File: config.mk
export PLATFORM = sky130hd
export DESIGN_NAME = fix_serializer
export DESIGN_NICKNAME = d
export VERILOG_FILES = /design/src/rtl/fix_pkg.sv /design/src/rtl/fix_serializer_bin2dec.sv /design/src/rtl/fix_serializer.sv
export SDC_FILE = /design/constraint.sdc
export NUM_CORES = 1
export LEC_CHECK = 0
export CAP_MARGIN = 0
export CORE_MARGIN = 2
export CORE_UTILIZATION = 51
export DETAILED_ROUTE_END_ITERATION = 8
export GPL_ROUTABILITY_DRIVEN = 0
export GPL_TIMING_DRIVEN = 0
export PLACE_DENSITY = 0.84
export SLEW_MARGIN = 20
export SYNTH_ARGS = -nofsm -noshare
export SYNTH_HDL_FRONTEND = slang
export SYNTH_SLANG_ARGS = --single-unit
File: constraint.sdc
create_clock -name clk -period 16.2 [get_ports clk]
set_input_delay 4.86 -clock clk [delete_from_list [all_inputs] [get_ports clk]]
set_output_delay 4.86 -clock clk [all_outputs]
set_load 0.01 [all_outputs]
File: src/rtl/fix_pkg.sv
// fix_pkg: shared constants, widths and FSM state type for the FIX serializer.
// Optional feature macro used by the slice: FIX_SER_CHECKSUM_EN.
package fix_pkg;

  localparam logic [7:0] FIX_DELIM  = 8'h7C;
  localparam logic [7:0] FIX_EQ     = 8'h3D;
  localparam logic [7:0] ASCII_ZERO = 8'h30;

  localparam int TAG_W = 32;
  localparam int VAL_W = 256;

  typedef enum logic [3:0] {
    ST_IDLE       = 4'd0,
    ST_LEAD       = 4'd1,
    ST_TAG        = 4'd2,
    ST_EQ         = 4'd3,
    ST_VALUE      = 4'd4,
    ST_DELIM      = 4'd5,
    ST_WAIT_FIELD = 4'd6,
    ST_CK_TAG     = 4'd7,
    ST_CK_DIG     = 4'd8,
    ST_CK_DELIM   = 4'd9
  } fix_state_e;

endpackage

File: src/rtl/fix_serializer_bin2dec.sv
// fix_bin2dec: combinational 8-bit binary to three ASCII decimal digits.
// Ports: bin (0..255) in; hundreds, tens, ones as ASCII characters out.
module fix_bin2dec
  import fix_pkg::*;
(
  input  logic [7:0] bin,
  output logic [7:0] hundreds,
  output logic [7:0] tens,
  output logic [7:0] ones
);

  logic [7:0] h;
  logic [7:0] t;
  logic [7:0] o;

  always_comb begin
    h = bin / 8'd100;
    t = (bin % 8'd100) / 8'd10;
    o = bin % 8'd10;
  end

  assign hundreds = ASCII_ZERO + h;
  assign tens     = ASCII_ZERO + t;
  assign ones     = ASCII_ZERO + o;

endmodule

File: src/rtl/fix_serializer.sv
// fix_serializer: turns tag/value fields into a '|'-delimited FIX byte stream.
// Ports: field_* valid/ready input side; data_o/valid_o/ready_i byte output
// with start_of_header_o / end_of_message_o framing. Macro
// FIX_SER_CHECKSUM_EN appends a "10=NNN|" modulo-256 checksum trailer.
module fix_serializer
  import fix_pkg::*;
#(
  parameter int         VAL_BYTES = VAL_W / 8,
  parameter logic [7:0] DELIM     = FIX_DELIM
) (
  input  logic                   clk,
  input  logic                   rst,
  input  logic                   field_valid_i,
  output logic                   field_ready_o,
  input  logic [TAG_W-1:0]       field_tag_i,
  input  logic [1:0]             field_tag_len_i,
  input  logic [8*VAL_BYTES-1:0] field_value_i,
  input  logic [4:0]             field_value_len_i,
  input  logic                   field_last_i,
  output logic [7:0]             data_o,
  output logic                   valid_o,
  input  logic                   ready_i,
  output logic                   start_of_header_o,
  output logic                   end_of_message_o
);

  fix_state_e state;
  fix_state_e state_nx;

  logic [4:0]             idx;
  logic [4:0]             idx_nx;
  logic [TAG_W-1:0]       tag_r;
  logic [1:0]             tag_len_r;
  logic [8*VAL_BYTES-1:0] val_r;
  logic [4:0]             val_len_r;
  logic                   last_r;

  logic       fld_xfer;
  logic       out_xfer;
  logic       tag_done;
  logic       val_done;
  logic       ck_done;
  logic [7:0] cur_byte;

  logic [7:0] tag_bytes [4];
  logic [7:0] val_bytes [32];

  assign field_ready_o = (state == ST_IDLE) ||
                         (state == ST_WAIT_FIELD);
  assign valid_o  = !field_ready_o;
  assign fld_xfer = field_valid_i && field_ready_o;
  assign out_xfer = valid_o && ready_i;

  assign tag_done = (idx == {3'b000, tag_len_r});
  assign val_done = (idx == val_len_r);
  assign ck_done  = (idx == 5'd2);

  // Byte 0 of the tag/value lives in the most significant byte.
  for (genvar g = 0; g < 4; g++) begin : g_tb
    assign tag_bytes[g] = tag_r[8*(3-g) +: 8];
  end

  for (genvar g = 0; g < 32; g++) begin : g_vb
    if (g < VAL_BYTES) begin : g_in
      assign val_bytes[g] = val_r[8*(VAL_BYTES-1-g) +: 8];
    end else begin : g_out
      assign val_bytes[g] = 8'h00;
    end
  end

`ifdef FIX_SER_CHECKSUM_EN
  logic [7:0] cksum;
  logic       sum_en;
  logic [7:0] dig_h;
  logic [7:0] dig_t;
  logic [7:0] dig_o;
  logic [7:0] ck_tag_byte;
  logic [7:0] ck_dig_byte;

  fix_bin2dec u_bin2dec (
    .bin      (cksum),
    .hundreds (dig_h),
    .tens     (dig_t),
    .ones     (dig_o)
  );

  // Only body bytes count: the leading delimiter and trailer are excluded.
  assign sum_en = (state == ST_TAG)   || (state == ST_EQ) ||
                  (state == ST_VALUE) || (state == ST_DELIM);

  always_comb begin
    ck_tag_byte = FIX_EQ;
    ck_dig_byte = dig_o;
    unique case (1'b1)
      idx == 5'd0: begin
        ck_tag_byte = 8'h31;
        ck_dig_byte = dig_h;
      end
      idx == 5'd1: begin
        ck_tag_byte = 8'h30;
        ck_dig_byte = dig_t;
      end
      default: ;
    endcase
  end

  always_ff @(posedge clk or posedge rst) begin
    if (rst) begin
      cksum <= 8'h00;
    end else if (fld_xfer && state == ST_IDLE) begin
      cksum <= 8'h00;
    end else if (out_xfer && sum_en) begin
      cksum <= cksum + cur_byte;
    end
  end
`endif

  always_comb begin
    cur_byte = 8'h00;
    case (state)
      ST_LEAD:     cur_byte = DELIM;
      ST_TAG:      cur_byte = tag_bytes[idx[1:0]];
      ST_EQ:       cur_byte = FIX_EQ;
      ST_VALUE:    cur_byte = val_bytes[idx];
      ST_DELIM:    cur_byte = DELIM;
`ifdef FIX_SER_CHECKSUM_EN
      ST_CK_TAG:   cur_byte = ck_tag_byte;
      ST_CK_DIG:   cur_byte = ck_dig_byte;
      ST_CK_DELIM: cur_byte = DELIM;
`endif
      default:     cur_byte = 8'h00;
    endcase
  end

  assign data_o            = cur_byte;
  assign start_of_header_o = (state == ST_LEAD);
`ifdef FIX_SER_CHECKSUM_EN
  assign end_of_message_o  = (state == ST_CK_DELIM);
`else
  assign end_of_message_o  = (state == ST_DELIM) && last_r;
`endif

  always_comb begin
    state_nx = state;
    idx_nx   = idx;
    case (state)
      ST_IDLE: begin
        if (fld_xfer) state_nx = ST_LEAD;
      end
      ST_WAIT_FIELD: begin
        if (fld_xfer) state_nx = ST_TAG;
      end
      ST_LEAD: begin
        if (out_xfer) state_nx = ST_TAG;
      end
      ST_TAG: begin
        if (out_xfer) begin
          if (tag_done) state_nx = ST_EQ;
          else          idx_nx   = idx + 5'd1;
        end
      end
      ST_EQ: begin
        if (out_xfer) state_nx = ST_VALUE;
      end
      ST_VALUE: begin
        if (out_xfer) begin
          if (val_done) state_nx = ST_DELIM;
          else          idx_nx   = idx + 5'd1;
        end
      end
      ST_DELIM: begin
        if (out_xfer) begin
          if (!last_r) begin
            state_nx = ST_WAIT_FIELD;
          end else begin
`ifdef FIX_SER_CHECKSUM_EN
            state_nx = ST_CK_TAG;
`else
            state_nx = ST_IDLE;
`endif
          end
        end
      end
`ifdef FIX_SER_CHECKSUM_EN
      ST_CK_TAG: begin
        if (out_xfer) begin
          if (ck_done) state_nx = ST_CK_DIG;
          else         idx_nx   = idx + 5'd1;
        end
      end
      ST_CK_DIG: begin
        if (out_xfer) begin
          if (ck_done) state_nx = ST_CK_DELIM;
          else         idx_nx   = idx + 5'd1;
        end
      end
      ST_CK_DELIM: begin
        if (out_xfer) state_nx = ST_IDLE;
      end
`endif
      default: state_nx = ST_IDLE;
    endcase
    // One shared index: every state starts counting from zero.
    if (state_nx != state) idx_nx = 5'd0;
  end

  always_ff @(posedge clk or posedge rst) begin
    if (rst) begin
      state     <= ST_IDLE;
      idx       <= 5'd0;
      tag_r     <= '0;
      tag_len_r <= 2'd0;
      val_r     <= '0;
      val_len_r <= 5'd0;
      last_r    <= 1'b0;
    end else begin
      state <= state_nx;
      idx   <= idx_nx;
      if (fld_xfer) begin
        tag_r     <= field_tag_i;
        tag_len_r <= field_tag_len_i;
        val_r     <= field_value_i;
        val_len_r <= field_value_len_i;
        last_r    <= field_last_i;
      end
    end
  end

endmodule

==> impl_table.tex, run 1 <==
\begin{tabular}{lr}
\hline
Metric & Value \\
\hline
\multicolumn{2}{l}{\textbf{Outcome}} \\
\quad Outcome & complete, no violations \\
\multicolumn{2}{l}{\textbf{GRT}} \\
\quad Total grt overflow & 0 \\
\quad Total track usage & 0.288 \\
\quad Antenna violations before repair & 5 \\
\quad Global-route wire length before repair & 61.5 mm \\
\quad Vias in the first global route & 10266 \\
\quad Maximum number of pins on one net before global-route repair & 103 \\
\multicolumn{2}{l}{\textbf{Place}} \\
\quad HPWL Detailed & 30.8 mm \\
\quad Worst slack after detailed placement & 8130 ps \\
\quad Buffers on Ports & 311 \\
\quad Dpl cell area & 17900 µm² \\
\multicolumn{2}{l}{\textbf{Floorplanning}} \\
\quad X dimension of the die & 171 µm \\
\quad Vertical die dimension & 171 µm \\
\quad Total I/O pin count & 312 \\
\quad Total number of placement rows & 61 \\
\quad Overall die area & 29100 µm² \\
\quad Placeable core region & 27600 µm² \\
\quad Starting density of the core & 0.514 \\
\multicolumn{2}{l}{\textbf{Yosys}} \\
\quad Number of synthesized flops with an enable pin & 0 \\
\quad Post-synthesis instance area & 14200 µm² \\
\quad Async SR Flop Fraction & 1.00 \\
\quad Per-instance average area after synthesis & 15.3 µm² \\
\quad Register area share after synthesis & 0.538 \\
\quad Number of distinct library cells after synthesis & 60 \\
\quad Number of warnings issued by yosys & 0 \\
\quad Syn nets & 1226 \\
\quad Flop and latch count out of synthesis & 305 \\
\quad Most used flip-flop cell after synthesis & sky130\_fd\_sc\_hd\_\_dfrtp\_1 \\
\quad Cell count after synthesis & 925 \\
\multicolumn{2}{l}{\textbf{Clock network}} \\
\quad Depth of the CTS H-tree & 2 \\
\quad Setup repair bufs after CTS & 0 \\
\quad Hold bufs inserted after CTS & 0 \\
\quad Clock edge transition at the registers on the reported setup and hold paths & 60 ps \\
\quad Post\_cts resized & 0 \\
\quad Longest Clk Path Bufs & 3 \\
\quad Number of clock sinks & 305 \\
\quad CTS buffer count & 34 \\
\quad Root Buffer & sky130\_fd\_sc\_hd\_\_clkbuf\_16 \\
\quad Clock latency on the worst-skew pair & 510 ps \\
\quad CTS tree & yes \\
\multicolumn{2}{l}{\textbf{Drt}} \\
\quad WL/cell & 24.6 µm \\
\quad DR DRC count & 0 \\
\quad DR iter-0 viols & 857 \\
\quad Number of vias in the routed layout & 9678 \\
\quad Ratio of routed vias to standard cells & 5.76 \\
\quad Number of detailed-route iterations in the first pass & 5 \\
\quad Post-route antenna net violation count & 0 \\
\quad Final WL & 41.4 mm \\
\multicolumn{2}{l}{\textbf{Setup path}} \\
\quad Buf+Inv Stages, Crit Path & 4 \\
\quad Worst endpoint data arrival time & 3790 ps \\
\quad CP max FO & 10 \\
\quad Most common cell on crit path & sky130\_fd\_sc\_hd\_\_buf\_2 \\
\quad Dominant delay contributor by cell family on the critical path & buffers and inverters \\
\quad Type of element capturing the critical path & output port \\
\quad Cell type of the slowest stage on the worst timing path & sky130\_fd\_sc\_hd\_\_clkdlybuf4s50\_1 \\
\quad Class of the most critical setup path & flip-flop to output port \\
\quad Crit path required time & 11340 ps \\
\quad Worst stage delay on the critical path & 600 ps \\
\quad Worst path cell trace & buf\_2 > buf\_2 > buf\_2 > mux4\_2 > nor2\_1 > o21ai\_0 > o211ai\_1 > o21ai\_0 > clkdlybuf4s50\_1 \\
\quad Critical Path Start Type & flip-flop \\
\multicolumn{2}{l}{\textbf{STA}} \\
\quad Pins over their slew limit & 0 \\
\quad Worst-case clock skew & 7.75 ps \\
\quad Worst Max-Slew Pin Slew & 864 ps \\
\quad Post-route setup slack & 7550 ps \\
\quad Clock period minus final worst setup slack & 8650 ps \\
\quad Final period utilization & 0.534 \\
\quad Highest achievable clock rate & 0.116 GHz \\
\quad Slew Limit Headroom & 0.424 \\
\quad Number of hold-slack violations in the final timing report & 0 \\
\quad Setup repair after global routing missed its margin & false \\
\quad Number of failing setup endpoints in the final timing report & 0 \\
\quad Post-route setup TNS & 0 ps \\
\multicolumn{2}{l}{\textbf{Layout}} \\
\quad Leading cell types in the layout, fill and taps excluded & 311 x sky130\_fd\_sc\_hd\_\_clkdlybuf4s50\_1, 305 x sky130\_fd\_sc\_hd\_\_dfrtp\_1, 300 x sky130\_fd\_sc\_hd\_\_mux2\_2 \\
\quad Fraction of layout cells with a size suffix above 1 & 0.374 \\
\quad Filler Cell Count & 1861 \\
\quad Number of nets in the layout & 1576 \\
\quad Finished layout cell area & 19000 µm² \\
\quad Area growth syn-to-layout & 34.4\% \\
\quad Most common cell after layout, fill and taps aside & sky130\_fd\_sc\_hd\_\_clkdlybuf4s50\_1 \\
\quad Final design utilization & 0.691 \\
\multicolumn{2}{l}{\textbf{Pwr}} \\
\quad Net Switching & 724 µW \\
\quad Total leakage power & 0.00767 µW \\
\quad Areal power density over the cells & 144 nW/µm² \\
\quad Flop pwr share & 0.449 \\
\quad Peak VDD IR & 0.0000811 V \\
\quad Switching fraction of total power & 0.263 \\
\quad Internal & 2030 µW \\
\quad Logic pwr share & 0.258 \\
\quad Clock network fraction of design power & 0.293 \\
\multicolumn{2}{l}{\textbf{Run}} \\
\quad Total of max-cap violations & 0 \\
\multicolumn{2}{l}{\textbf{Hold path}} \\
\quad Tightest Hold Check Type & flip-flop to flip-flop \\
\hline
\end{tabular}
==> metal layers <==
layer	vias to the layer above	GRT usage	share of wire
li1	4168	-	-
met1	4985	0.383	0.40
met2	441	0.483	0.49
met3	84	0.0507	0.073
met4	0	0.0936	0.034
met5	-	0	0
==> stage by stage <==
stage | total power (µW) | hold slack (ps) | instances
detailed placement | 1950 | 488 | 1617
CTS | 2760 | 501 | 1676
global placement | 1900 | 481 | 1614
global route | 2870 | 509 | 1681
floorplan | 1680 | 474 | 925
finish | 2750 | 499 | 1681
==> worst paths after layout <==
| check | slack (ps) | depth (start not counted) | endpoint | start |
|---|---|---|---|---|
| min reg2reg | 500 | 1 | tag_bytes[0]$_DFFE_PP0P_ | tag_bytes[0]$_DFFE_PP0P_ |
| min | 500 | 1 | tag_bytes[0]$_DFFE_PP0P_ | tag_bytes[0]$_DFFE_PP0P_ |
| max in group asynchronous | 10300 | 4 | val_bytes[73]$_DFFE_PP0P_ | rst |
| max reg2reg | 13880 | 6 | idx[1]$_DFFE_PP0P_ | state[0]$_DFF_PP0_ |
| min in group asynchronous | 4770 | 2 | val_bytes[141]$_DFFE_PP0P_ | rst |
| max | 7550 | 9 | data_o[5] | idx[1]$_DFFE_PP0P_ |
==> area by class of cell <==
| cell class | instances | area [µm²] | share of cell area |
|---|---|---|---|
| Timing Repair Buffer | 314 | 3200 | 0.168 |
| Antenna cell | 5 | 12.5 | 0.000657 |
| Sequential cell | 305 | 7630 | 0.401 |
| Clock inverter | 7 | 113 | 0.00591 |
| Inverter | 7 | 33.8 | 0.00177 |
| Multi-Input combinational cell | 547 | 6100 | 0.320 |
| Tap cell | 378 | 473 | 0.0248 |
| Clock buffer | 52 | 1070 | 0.0563 |
| Buffer | 66 | 414 | 0.0217 |
==> flip-flops by register name, indices dropped and copies added, names as in the netlist <==
signal     cells
last_r         1
idx            5
state          4
tag_bytes     32
val_len_r      5
tag_len_r      2
val_bytes    256
==> Yosys cell counts, types with 4 or more instances <==
master,instances,share of area
sky130_fd_sc_hd__nand2_1,16,0.0042
sky130_fd_sc_hd__xnor2_1,4,0.0025
sky130_fd_sc_hd__nor2b_1,4,0.0018
sky130_fd_sc_hd__buf_2,22,0.0078
sky130_fd_sc_hd__mux2_2,300,0.24
sky130_fd_sc_hd__a22oi_1,5,0.0026
sky130_fd_sc_hd__a21oi_1,20,0.0071
sky130_fd_sc_hd__inv_1,7,0.0019
sky130_fd_sc_hd__mux4_2,62,0.099
sky130_fd_sc_hd__o22ai_1,7,0.0031
sky130_fd_sc_hd__a311oi_1,4,0.0025
sky130_fd_sc_hd__o21ai_0,11,0.0039
sky130_fd_sc_hd__nor3_1,6,0.0021
sky130_fd_sc_hd__o211ai_1,4,0.0021
sky130_fd_sc_hd__nand3_1,10,0.0035
sky130_fd_sc_hd__mux2i_1,26,0.018
sky130_fd_sc_hd__dfrtp_1,305,0.54
sky130_fd_sc_hd__nor2_1,8,0.0021
sky130_fd_sc_hd__clkbuf_1,10,0.0026
sky130_fd_sc_hd__nand2b_1,5,0.0022
sky130_fd_sc_hd__buf_4,31,0.016
==> power groups by stage <==
stage | Clock (µW) | Sequential, µW | Combinational, µW
2_1_floorplan | 0 | 1180 | 506
5_1_grt | 846 | 1270 | 757
3_5_place_dp | 0 | 1240 | 708
6_report | 806 | 1230 | 710
4_1_cts | 817 | 1230 | 715
3_3_place_gp | 0 | 1220 | 683
==> kinds of logic (layout without fill, tap and decap cells) <==
logic type | after synthesis | count (layout) | share of synthesized area
flip-flops | 305 | 305 | 0.538
adder cells (fa/ha/maj) | 1 | 1 | 0.000883
other | 1 | 6 | 0.000265
XOR/XNOR | 8 | 8 | 0.00547
multiplexers | 388 | 388 | 0.355
AO/OA/AOI/OAI | 77 | 77 | 0.0385
AND/OR/NAND/NOR | 72 | 72 | 0.0302
buffers and inverters | 73 | 446 | 0.0311
==> worst reg2reg max path, cell delays in order, from the launching register on <==
cell and delay (ps):
sky130_fd_sc_hd__dfrtp_1 370, sky130_fd_sc_hd__buf_6 150, sky130_fd_sc_hd__nor4b_4 430, sky130_fd_sc_hd__nand3_2 170
sky130_fd_sc_hd__o41ai_4 650, sky130_fd_sc_hd__a2bb2oi_2 340, sky130_fd_sc_hd__a21oi_1 80
No activity file was read; power rests on OpenSTA's default activity.
==> run 2, diff against run 1 <==
- CORE_UTILIZATION: 51 -> 46
- PLACE_DENSITY: 0.84 -> 0.81
- clock period: 16.2 -> 7.5 ns (I/O delays scaled with it)
==> run 2 against run 1 <==
Hold slack gained 1.3 ps. Core utilization down 6.0 points. Sequential cell count is the same. Critical path depth stayed put. Combinational power up 120%. Clock power grew 120%. Wire length is 1.3% higher. Via count shrank 0.55%. Largest power group unchanged. Register-to-register slack worse by 8700 ps. Design area up 0.89%. Largest cell class unchanged. Non-clock buffer count grew 7. Setup slack lost 6000 ps.
==> impl_table.tex, run 2 (synthesized netlist as in run 1, its figures left out) <==
\begin{tabular}{lr}
\hline
Metric & Value \\
\hline
\multicolumn{2}{l}{\textbf{Clock network}} \\
\quad CTS buffer count & 34 \\
\quad Depth of the CTS H-tree & 2 \\
\quad Root Buffer & sky130\_fd\_sc\_hd\_\_clkbuf\_16 \\
\quad Clock latency on the worst-skew pair & 510 ps \\
\quad Hold bufs inserted after CTS & 0 \\
\quad CTS tree & yes \\
\quad Clock edge transition at the registers on the reported setup and hold paths & 60 ps \\
\quad Setup repair bufs after CTS & 0 \\
\quad Longest Clk Path Bufs & 3 \\
\quad Number of clock sinks & 305 \\
\quad Post\_cts resized & 0 \\
\multicolumn{2}{l}{\textbf{Setup path}} \\
\quad Critical Path Start Type & flip-flop \\
\quad Type of element capturing the critical path & output port \\
\quad Crit path required time & 5250 ps \\
\quad Worst endpoint data arrival time & 3730 ps \\
\quad Class of the most critical setup path & flip-flop to output port \\
\quad CP max FO & 10 \\
\multicolumn{2}{l}{\textbf{Layout}} \\
\quad Number of nets in the layout & 1583 \\
\quad Area growth syn-to-layout & 35.6\% \\
\quad Max reg flops & 256 \\
\quad Most common cell after layout, fill and taps aside & sky130\_fd\_sc\_hd\_\_clkdlybuf4s50\_1 \\
\quad Fraction of layout cells with a size suffix above 1 & 0.379 \\
\quad Filler Cell Count & 2312 \\
\quad Finished layout cell area & 19200 µm² \\
\quad Leading cell types in the layout, fill and taps excluded & 311 x sky130\_fd\_sc\_hd\_\_clkdlybuf4s50\_1, 305 x sky130\_fd\_sc\_hd\_\_dfrtp\_1, 300 x sky130\_fd\_sc\_hd\_\_mux2\_2 \\
\multicolumn{2}{l}{\textbf{Pwr}} \\
\quad Areal power density over the cells & 311 nW/µm² \\
\quad Total leakage power & 0.00774 µW \\
\quad Post-layout total power & 5970 µW \\
\quad Peak VDD IR & 0.000180 V \\
\multicolumn{2}{l}{\textbf{STA}} \\
\quad Pins over their slew limit & 0 \\
\quad Number of failing setup endpoints in the final timing report & 0 \\
\quad Final period utilization & 0.797 \\
\quad Worst-case clock skew & 6.11 ps \\
\quad Worst Max-Slew Pin Slew & 777 ps \\
\quad Final Hold Slack & 501 ps \\
\quad Highest achievable clock rate & 0.167 GHz \\
\quad Setup repair after global routing missed its margin & false \\
\quad Clock period minus final worst setup slack & 5980 ps \\
\quad Slew Limit Headroom & 0.482 \\
\quad Number of hold-slack violations in the final timing report & 0 \\
\multicolumn{2}{l}{\textbf{Floorplanning}} \\
\quad Vertical die dimension & 180 µm \\
\quad Placeable core region & 30400 µm² \\
\quad Total number of placement rows & 64 \\
\quad Overall die area & 32200 µm² \\
\quad Starting density of the core & 0.466 \\
\quad Total I/O pin count & 312 \\
\quad X dimension of the die & 180 µm \\
\multicolumn{2}{l}{\textbf{GRT}} \\
\quad Total grt overflow & 0 \\
\quad Most congested layer reported by global routing & met2 \\
\quad GR met1 Demand/Resource & 0.345 \\
\quad Antenna violations before repair & 6 \\
\quad Met3 layer usage reported by global route & 0.0571 \\
\quad Vias in the first global route & 10336 \\
\quad Global-route wire length before repair & 63.2 mm \\
\quad Maximum number of pins on one net before global-route repair & 35 \\
\quad Met2 capacity usage during global routing & 0.425 \\
\quad Total track usage & 0.260 \\
\multicolumn{2}{l}{\textbf{Outcome}} \\
\quad Outcome & complete, no violations \\
\multicolumn{2}{l}{\textbf{Drt}} \\
\quad Number of vias in the routed layout & 9625 \\
\quad DR iter-0 viols & 564 \\
\quad Ratio of routed vias to standard cells & 5.64 \\
\quad Number of detailed-route iterations in the first pass & 5 \\
\quad Post-route antenna net violation count & 0 \\
\quad DR DRC count & 0 \\
\quad WL/cell & 24.6 µm \\
\quad Final WL & 41.9 mm \\
\multicolumn{2}{l}{\textbf{Hold path}} \\
\quad Tightest Hold Check Type & flip-flop to flip-flop \\
\multicolumn{2}{l}{\textbf{Place}} \\
\quad Buffers on Ports & 311 \\
\quad HPWL Detailed & 31.9 mm \\
\quad Dpl cell area & 18000 µm² \\
\multicolumn{2}{l}{\textbf{Run}} \\
\quad Total of max-cap violations & 0 \\
\hline
\end{tabular}
## run 2: path summary, 6_finish.rpt
kind / startpoint / endpoint / slack [ps] / cells after the start
min: val_bytes[82]$_DFFE_PP0P_ / val_bytes[82]$_DFFE_PP0P_ / 500 / 1
min reg2reg: val_bytes[82]$_DFFE_PP0P_ / val_bytes[82]$_DFFE_PP0P_ / 500 / 1
min in group asynchronous: rst / val_bytes[122]$_DFFE_PP0P_ / 2050 / 2
max in group asynchronous: rst / val_bytes[193]$_DFFE_PP0P_ / 4270 / 6
max: idx[1]$_DFFE_PP0P_ / data_o[5] / 1520 / 9
max reg2reg: state[3]$_DFF_PP0_ / idx[4]$_DFFE_PP0P_ / 5180 / 5
## run 2: cell type report
cell class / count / area [µm²] / share of cell area
clock inverters: 10 / 153 / 0.00794
clock buffers: 51 / 1060 / 0.0551
plain buffers: 66 / 414 / 0.0215
well taps: 396 / 495 / 0.0258
inverters: 7 / 30.0 / 0.00156
diodes: 5 / 12.5 / 0.000651
repair buffers: 321 / 3320 / 0.173
flip-flops and latches: 305 / 7630 / 0.397
multi-input cells: 547 / 6100 / 0.318
## run 2: worst max-delay path, cell delays in order (launching register included)
cell	delay [ps]
sky130_fd_sc_hd__dfrtp_1	350
sky130_fd_sc_hd__buf_2	260
sky130_fd_sc_hd__buf_2	360
sky130_fd_sc_hd__buf_2	470
sky130_fd_sc_hd__mux4_2	310
sky130_fd_sc_hd__nor2_1	40
sky130_fd_sc_hd__o21ai_0	380
sky130_fd_sc_hd__o211ai_1	240
sky130_fd_sc_hd__o21ai_0	200
sky130_fd_sc_hd__clkdlybuf4s50_1	600
## run 2: metal layers
metal / routed length, µm / vias up
li1: - / 4200
met1: 17200 / 4970
met2: 20500 / 371
met3: 2850 / 82
met4: 1330 / 2
met5: 9 / -
## run 2: stage by stage
stage	setup slack [ps]	utilization	TNS, ps	std cells
after floorplan	1190	-	0	925
after global placement	-931	0.585	-275020	1632
after detailed placement	2020	0.591	0	1642
after CTS	1460	0.631	0	1703
after global routing	1380	0.632	0	1708
final	1520	0.632	0	1708
## run 2: where the power goes
part           internal, µW  switching [µW]  total, µW
clock                  1110             662       1780
combinational           983             555       1540
sequential             2310             344       2650
